## src/rtl/opcode_lookup_arbiter.sv

```systemverilog
// rtl/opcode_lookup_arbiter.sv - round-robin arbiter sequencing a shared name-to-opcode lookup datapath
// One owner at a time streams its null-terminated name, then waits for Ready or a timeout.
module opcode_lookup_arbiter #(
    parameter int NREQ   = 2,
    parameter int MAXLEN = 16,
    parameter int TMO    = 16383
) (
    input  logic              i_clk,
    input  logic              i_rst_n,
    input  logic [NREQ-1:0]   i_req,
    input  logic [8*NREQ-1:0] i_char,
    output logic [NREQ-1:0]   o_char_ack,
    output logic [NREQ-1:0]   o_done,
    output logic              o_err,
    output logic [7:0]        o_opcode_out,
    output logic [1:0]        o_grant,
    output logic              o_busy,
    output logic [7:0]        o_name,
    output logic              o_start,
    input  logic [7:0]        i_opcode,
    input  logic              i_ready
);

    localparam int LW = $clog2(MAXLEN + 1);

    localparam logic [2:0] S_IDLE  = 3'd0;
    localparam logic [2:0] S_START = 3'd1;
    localparam logic [2:0] S_GAP   = 3'd2;
    localparam logic [2:0] S_SEND  = 3'd3;
    localparam logic [2:0] S_WAIT  = 3'd4;
    localparam logic [2:0] S_DONE  = 3'd5;

    logic [2:0]      r_state;
    logic [1:0]      r_grant;
    logic [1:0]      r_ptr;
    logic [LW-1:0]   r_len;
    logic [13:0]     r_tmo;
    logic            r_err;
    logic [7:0]      r_opcode;

    logic [1:0]      w_pick;
    logic [7:0]      w_char;
    logic [NREQ-1:0] w_grant_oh;
    logic [LW-1:0]   w_len_nxt;
    logic [13:0]     w_tmo_nxt;

    // Scan from the farthest candidate down so the nearest one after r_ptr wins.
    always_comb begin
        w_pick = r_ptr;
        for (int k = NREQ; k >= 1; k--) begin
            for (int i = 0; i < NREQ; i++) begin
                if (i == (int'(r_ptr) + k) % NREQ && i_req[i]) begin
                    w_pick = 2'(i);
                end
            end
        end
    end

    always_comb begin
        w_char = 8'h00;
        for (int i = 0; i < NREQ; i++) begin
            if (r_grant == 2'(i)) begin
                w_char = i_char[8*i +: 8];
            end
        end
    end

    assign w_grant_oh = NREQ'(1) << r_grant;
    assign w_len_nxt  = r_len + LW'(1);
    assign w_tmo_nxt  = r_tmo + 14'd1;

    always_ff @(posedge i_clk or negedge i_rst_n) begin
        if (!i_rst_n) begin
            r_state  <= S_IDLE;
            r_grant  <= 2'd0;
            r_ptr    <= 2'(NREQ - 1);
            r_len    <= '0;
            r_tmo    <= '0;
            r_err    <= 1'b0;
            r_opcode <= 8'h00;
        end else begin
            case (r_state)
                S_IDLE: begin
                    if (|i_req) begin
                        r_grant <= w_pick;
                        r_ptr   <= w_pick;
                        r_state <= S_START;
                    end
                end
                S_START: r_state <= S_GAP;
                S_GAP: begin
                    r_len   <= '0;
                    r_state <= S_SEND;
                end
                S_SEND: begin
                    r_len <= w_len_nxt;
                    if (w_char == 8'h00) begin
                        r_tmo   <= '0;
                        r_state <= S_WAIT;
                    end else if (w_len_nxt == LW'(MAXLEN)) begin
                        // Over-length: WAIT drives the terminator the datapath never got.
                        r_err   <= 1'b1;
                        r_tmo   <= '0;
                        r_state <= S_WAIT;
                    end
                end
                S_WAIT: begin
                    r_tmo <= w_tmo_nxt;
                    if (i_ready) begin
                        r_opcode <= i_opcode;
                        r_state  <= S_DONE;
                    end else if (w_tmo_nxt == 14'(TMO)) begin
                        r_opcode <= 8'hFF;
                        r_err    <= 1'b1;
                        r_state  <= S_DONE;
                    end
                end
                S_DONE: begin
                    r_err   <= 1'b0;
                    r_state <= S_IDLE;
                end
                default: r_state <= S_IDLE;
            endcase
        end
    end

    assign o_busy       = (r_state != S_IDLE);
    assign o_start      = (r_state == S_START);
    assign o_name       = (r_state == S_SEND) ? w_char : 8'h00;
    assign o_char_ack   = (r_state == S_SEND) ? w_grant_oh : '0;
    assign o_done       = (r_state == S_DONE) ? w_grant_oh : '0;
    assign o_err        = (r_state == S_DONE) && r_err;
    assign o_opcode_out = r_opcode;
    assign o_grant      = r_grant;

endmodule

```

## config.mk

```make
export PLATFORM = sky130hd
export DESIGN_NAME = opcode_lookup_arbiter
export DESIGN_NICKNAME = d
export VERILOG_FILES = /design/src/rtl/opcode_lookup_arbiter.sv
export SDC_FILE = /design/constraint.sdc
export NUM_CORES = 1
export LEC_CHECK = 0
export CORE_UTILIZATION = 40
export DETAILED_ROUTE_END_ITERATION = 6
export PLACE_DENSITY = 0.68
export RECOVER_POWER = 100
export SYNTH_ARGS = -nofsm -noshare
export SYNTH_HDL_FRONTEND = slang
export SYNTH_SLANG_ARGS = --single-unit
```

## constraint.sdc

```tcl
create_clock -name i_clk -period 2.9 [get_ports i_clk]
set_clock_uncertainty 0.1 [all_clocks]
set_input_delay 0.725 -clock i_clk [delete_from_list [all_inputs] [get_ports i_clk]]
set_output_delay 0.725 -clock i_clk [all_outputs]
set_load 0.02 [all_outputs]
```

==> flow_metrics.py, run 1 <==
metrics = {
    "setup_path": {
        "crit_path_max_fanout": 2,
        "rrSetupSlack_ps": 170,
        "worst_setup_path_end_kind": "output pin",
        "worstReg2RegStart": "r_tmo[1]",
        "required_ps": 2080,
        "cp_data_arrival_time_ps": 2020,
        "reg2regPathDepth": 6,
        "crit_type": "in -> out",
        "start_kind": "input port",
        "timing.rr.end": "o_opcode_out[3]",
    },
    "yosys": {
        "yosysSeqAreaShare": 0.404,
        "syn_avg_cell_area_sq_um": 8.67,
        "post_synth_main_area_contributors": "dfrtp_1 (39%), nor2_1 (6.1%), o21ai_0 (5.4%)",
        "syn_inst": 236,
        "synth_cell_types": 52,
        "async_reset_ff_frac": 1.00,
        "synth_top_area_frac": 0.391,
        "synth_top_cell_by_area": "dfrtp_1",
        "yosys_register_bits": 33,
        "yosys_warnings": 0,
        "synth-main-ff-cell": "dfrtp_1",
        "synth_edf_count": 0,
        "syn_area_sq_mm": 0.00205,
        "syn_nets": 268,
    },
    "hold_path": {
        "hold_class": "reg -> reg",
        "hold_depth": 1,
        "whs_endpoint": "r_tmo[13]",
        "worstHoldStart": "r_tmo[13]",
    },
    "placed_design": {
        "post-dp-hpwl_um": 3660,
        "gp_congestion": 0.775,
        "io_buffer_count": 52,
        "placed_cells": 351,
    },
    "timing": {
        "worst_slew_pin_slew_ps": 790,
        "rsz0062_at_grt": "false",
        "period_share": 0.979,
        "max_slew_margin": 0.473,
        "min_period_ps": 2840,
        "hold_viol": 0,
        "setup_viol": 0,
        "fin_setup_tns_ps": 0,
        "maxClockFrequency_ghz": 0.352,
        "whs_ps": 395,
        "maxSlewViolCount": 0,
    },
    "clock_tree": {
        "clock_latency_ps": 290,
        "clkTransAtPathRegs_ps": 60,
        "cts_tree": "built",
        "ctsResizeCount": 0,
        "htree_levels": 2,
        "postCtsHoldBufs": 0,
        "cts.sinks": 33,
        "clock_path_buffers": 2,
        "cts-root-buf": "clkbuf_8",
        "postCtsSetupBuffers": 0,
        "cts_buffers": 5,
    },
    "drt": {
        "ant_nets": 0,
        "vias": 1919,
        "drt_wl_total_um": 4930,
        "drt_iter0_drc": 96,
        "via_per_inst": 5.35,
        "drt_first_pass_iters": 4,
        "wire_per_inst_um": 13.7,
        "drc": 0,
    },
    "global_route": {
        "grt_overflow": 0,
        "grt_pass1_wl_um": 8660,
        "grtUsageTotal": 0.209,
        "grt_pass1_vias": 1852,
        "grt_max_degree": 34,
        "antenna_found_initial": 0,
    },
    "layout": {
        "multi_input_area_sq_mm": 0.00111,
        "nets": 323,
        "n_antenna_cell": 0,
        "drive_above_1_share": 0.0822,
        "instances_no_fill": 359,
        "final_util": 0.565,
        "syn_to_final_growth_pct": 32.9,
        "nFillCells": 456,
        "seqCellArea_sq_um": 830,
    },
    "floorplan": {
        "die_w_um": 73.5,
        "io_pins": 54,
        "die_y_um": 73.5,
        "dieArea_sq_mm": 0.00541,
        "core_area_sq_mm": 0.00482,
        "initial_core_util": 0.425,
        "rows": 25,
    },
    "run": {
        "cap_viol_max_count": 0,
    },
    "pwr": {
        "totalPowerFinal_mw": 2.29,
        "irDropWorstVdd_uv": 461,
        "power_density_mw_per_mm2": 842,
        "p_leak_nw": 1.18,
    },
    "run_status": {
        "outcome": "finished clean",
    },
}
how the worst max path moves through the flow:
stage	from	end
finish	i_char[14]	o_name[6]
CTS	i_char[14]	o_name[6]
global placement	i_char[15]	o_name[7]
floorplan	r_state[1]	o_name[0]
detailed placement	i_char[14]	o_name[6]
global route	i_char[13]	o_name[5]
cells by family after synthesis:
family / synth area share
flip-flops: 0.404
adder cells (fa/ha/maj): 0.0183
other: 0.00183
AO/OA/AOI/OAI: 0.201
AND/OR/NAND/NOR: 0.274
multiplexers: 0.0544
buffers and inverters: 0.0373
XOR/XNOR: 0.00856
stage by stage:
stage	cell area (sq um)	setup slack, ps
finish	2720	60.0
global route	2720	8.03
CTS	2770	29.2
detailed placement	2650	28.0
global placement	2650	47.7
floorplan	2050	649
routing by layer:
metal | global-route usage | up-vias | wire length, um
met3 | 0.0384 | 5 | 170
met4 | 0.0748 | 0 | 76
met1 | 0.287 | 905 | 2380
li1 | - | 971 | -
met5 | 0 | - | 0
met2 | 0.329 | 38 | 2310
critical path, stage by stage:
cell,delay (ps)
clkdlybuf4s50_1,500
mux2i_1,90
nor2_1,90
clkdlybuf4s50_1,610
final cells by class:
type,instances,area share
multi-input combinational,186,0.410
sequential,33,0.305
timing repair buffer,60,0.205
clock buffer,7,0.0317
tap,67,0.0308
clock inverter,1,0.0110
inverter,5,0.00690
registers in the layout (all words and copies together) (netlist names):
| signal | count |
|---|---|
| r_len | 5 |
| o_opcode_out | 8 |
| r_ptr | 1 |
| r_state | 3 |
| o_grant | 1 |
| r_tmo | 14 |
| r_err | 1 |
where the power goes:
group	total (mW)	leakage, nW	switching, mW	internal, mW
clock network	0.443	0.0585	0.163	0.280
logic	1.01	0.736	0.554	0.451
registers	0.843	0.382	0.231	0.612
placed cells by master, fill, tap and decap left out, types with 4 or more instances in the layout:
| cell | instances |
|---|---|
| nor3_1 | 9 |
| clkbuf_1 | 5 |
| o211ai_1 | 7 |
| nand2_1 | 17 |
| nor4_1 | 5 |
| mux2i_1 | 10 |
| nand4_1 | 4 |
| clkdlybuf4s50_1 | 35 |
| dfrtp_1 | 30 |
| a21oi_1 | 10 |
| o21ai_0 | 22 |
| nand2b_1 | 4 |
| dlygate4sd3_1 | 16 |
| nor2_1 | 33 |
| nand3_1 | 14 |
| clkbuf_8 | 6 |
| inv_1 | 5 |
cells in the mapped netlist, types with 2 or more instances:
cell type	count
mux2i_1	10
or3b_2	2
o21ai_0	22
o22ai_1	2
nand4_1	4
or2_2	2
and3_1	3
nand2_1	17
o211ai_1	7
and2_1	3
dfrtp_1	32
xor2_1	2
ha_1	3
or3_1	2
or4_1	2
clkbuf_1	8
a21o_1	3
nand3_1	13
nor2_1	33
nor3_1	9
a22o_1	3
a211oi_1	2
nor4_1	5
inv_1	5
a31oi_1	3
nand2b_1	4
a21oi_1	10
Power figures use the tool's default switching activity.
==> run 2, diff against run 1 <==
--- a/config.mk
+++ b/config.mk
@@ -5,6 +5,7 @@
 export SDC_FILE = /design/constraint.sdc
 export NUM_CORES = 1
 export LEC_CHECK = 0
+export CORE_ASPECT_RATIO = 2
 export CORE_UTILIZATION = 40
 export DETAILED_ROUTE_END_ITERATION = 6
 export PLACE_DENSITY = 0.68
==> flow_metrics.py, run 2 (synthesized netlist as in run 1, its figures left out) <==
metrics = {
    "drt": {
        "via_per_inst": 5.67,
        "wire_per_inst_um": 15.3,
        "vias": 1985,
        "ant_nets": 0,
        "drt_iter0_drc": 35,
        "drt_first_pass_iters": 4,
        "drt_wl_total_um": 5340,
        "drc": 0,
    },
    "layout": {
        "largest_register_ffs": 14,
        "nets": 324,
        "instances_no_fill": 350,
        "n_antenna_cell": 0,
        "layout_commonest_cell": "clkdlybuf4s50_1",
        "finish.instance_area_sq_mm": 0.00270,
        "final_cell_mix": "clkdlybuf4s50_1 (35), nor2_1 (33), dfrtp_1 (32)",
        "drive_above_1_share": 0.0785,
        "syn_to_final_growth_pct": 32.1,
        "top_register": "r_tmo",
    },
    "hold_path": {
        "hold_class": "reg -> reg",
        "hold_depth": 1,
        "whs_endpoint": "r_tmo[13]",
        "worstHoldStart": "r_tmo[13]",
    },
    "run_status": {
        "outcome": "finished with violations",
        "violations": "capacitance limit, slew limit",
    },
    "global_route": {
        "antenna_found_initial": 0,
        "grt_max_degree": 34,
        "grt_overflow": 0,
        "grtUsageTotal": 0.212,
        "grt_pass1_wl_um": 8540,
        "grt_pass1_vias": 1912,
    },
    "timing": {
        "fin_setup_tns_ps": 0,
        "min_period_ps": 2860,
        "setup_viol": 0,
        "rsz0062_at_grt": "false",
        "maxClockFrequency_ghz": 0.349,
        "worst_slew_pin_slew_ps": 1810,
        "max_slew_margin": -0.208,
        "hold_viol": 0,
        "whs_ps": 397,
        "maxSlewViolCount": 34,
        "timing.final.ws_setup_ps": 36.6,
        "period_share": 0.987,
    },
    "clock_tree": {
        "htree_levels": 2,
        "clock_latency_ps": 280,
        "postCtsHoldBufs": 0,
        "cts_tree": "built",
        "ctsResizeCount": 0,
        "cts_buffers": 5,
        "postCtsSetupBuffers": 0,
        "clock_path_buffers": 2,
        "cts.sinks": 33,
        "clkTransAtPathRegs_ps": 70,
        "cts-root-buf": "clkbuf_8",
    },
    "run": {
        "cap_viol_max_count": 1,
    },
    "pwr": {
        "pwr-share-clk": 0.161,
        "p_switching_uw": 965,
        "p_comb_frac": 0.475,
        "netSwitchingFraction": 0.430,
        "p_leak_nw": 1.17,
        "power_density_mw_per_mm2": 831,
        "power_frac_seq": 0.364,
        "irDropWorstVdd_uv": 530,
        "intPower_mw": 1.28,
    },
    "placed_design": {
        "place_ws_ps": 62.1,
        "io_buffer_count": 52,
        "placed_cells": 342,
        "gp_congestion": 0.865,
        "placed_area_sq_mm": 0.00265,
        "post-dp-hpwl_um": 3960,
    },
    "setup_path": {
        "timing.rr.end": "o_opcode_out[6]",
        "cp_data_arrival_time_ps": 2040,
        "worstReg2RegStart": "r_tmo[1]",
        "start_kind": "input port",
        "reg2regPathDepth": 6,
        "worst_setup_path_end_kind": "output pin",
        "crit_path_max_fanout": 2,
        "crit_type": "in -> out",
        "rrSetupSlack_ps": 190,
        "required_ps": 2080,
    },
    "floorplan": {
        "core_area_sq_mm": 0.00491,
        "die_w_um": 52.6,
        "rows": 36,
        "die_y_um": 103,
        "dieArea_sq_mm": 0.00542,
        "io_pins": 54,
        "initial_core_util": 0.417,
    },
}
[run 2: changes by cell type in the layout (fill, tap and decap cells not counted), sizes merged]
cell    previous run  this run
buf                3         6
bufinv             1         0
clkbuf            13        12
[run 2: worst max-delay path by stage]
stage / start / endpoint / slack, ps / depth (start not counted)
after floorplan: r_state[1] / o_name[0] / 650 / 4
after global placement: i_char[4] / o_name[4] / 60 / 4
after detailed placement: i_char[4] / o_name[4] / 60 / 4
after CTS: i_char[4] / o_name[4] / 60 / 4
after global routing: i_char[2] / o_name[2] / 8 / 4
final: i_char[2] / o_name[2] / 40 / 4
[run 2: per-stage QoR]
step	utilization	power, mW
6_report	0.551	2.25
5_1_grt	0.551	2.42
4_1_cts	0.558	2.30
3_5_place_dp	0.540	1.93
3_3_place_gp	0.540	1.91
2_1_floorplan	-	1.52
[run 2: critical path, stage by stage]
cell and delay (ps):
dlygate4sd3_1 550, mux2i_1 80, nor2_1 80, clkdlybuf4s50_1 600
[run 2: power groups by stage]
| stage | clock network (mW) | registers [mW] | logic, mW |
|---|---|---|---|
| 6_report | 0.362 | 0.818 | 1.07 |
| 5_1_grt | 0.384 | 0.854 | 1.18 |
| 4_1_cts | 0.370 | 0.813 | 1.12 |
| 3_5_place_dp | 0 | 0.821 | 1.11 |
| 3_3_place_gp | 0 | 0.817 | 1.09 |
| 2_1_floorplan | 0 | 0.769 | 0.754 |
[run 2: cell type report]
class	count	area (sq um)
tap	57	71.3
sequential	33	827
multi-input combinational	186	1130
timing repair buffer	61	571
fill	471	2210
clock buffer	8	90.1
inverter	5	18.8
[run 2: routing by layer]
layer	vias to the layer above	global-route usage	wire length (um)
li1	976	-	-
met1	949	0.209	1990
met2	49	0.400	3010
met3	11	0.0354	222
met4	0	0.113	126
met5	-	0	0
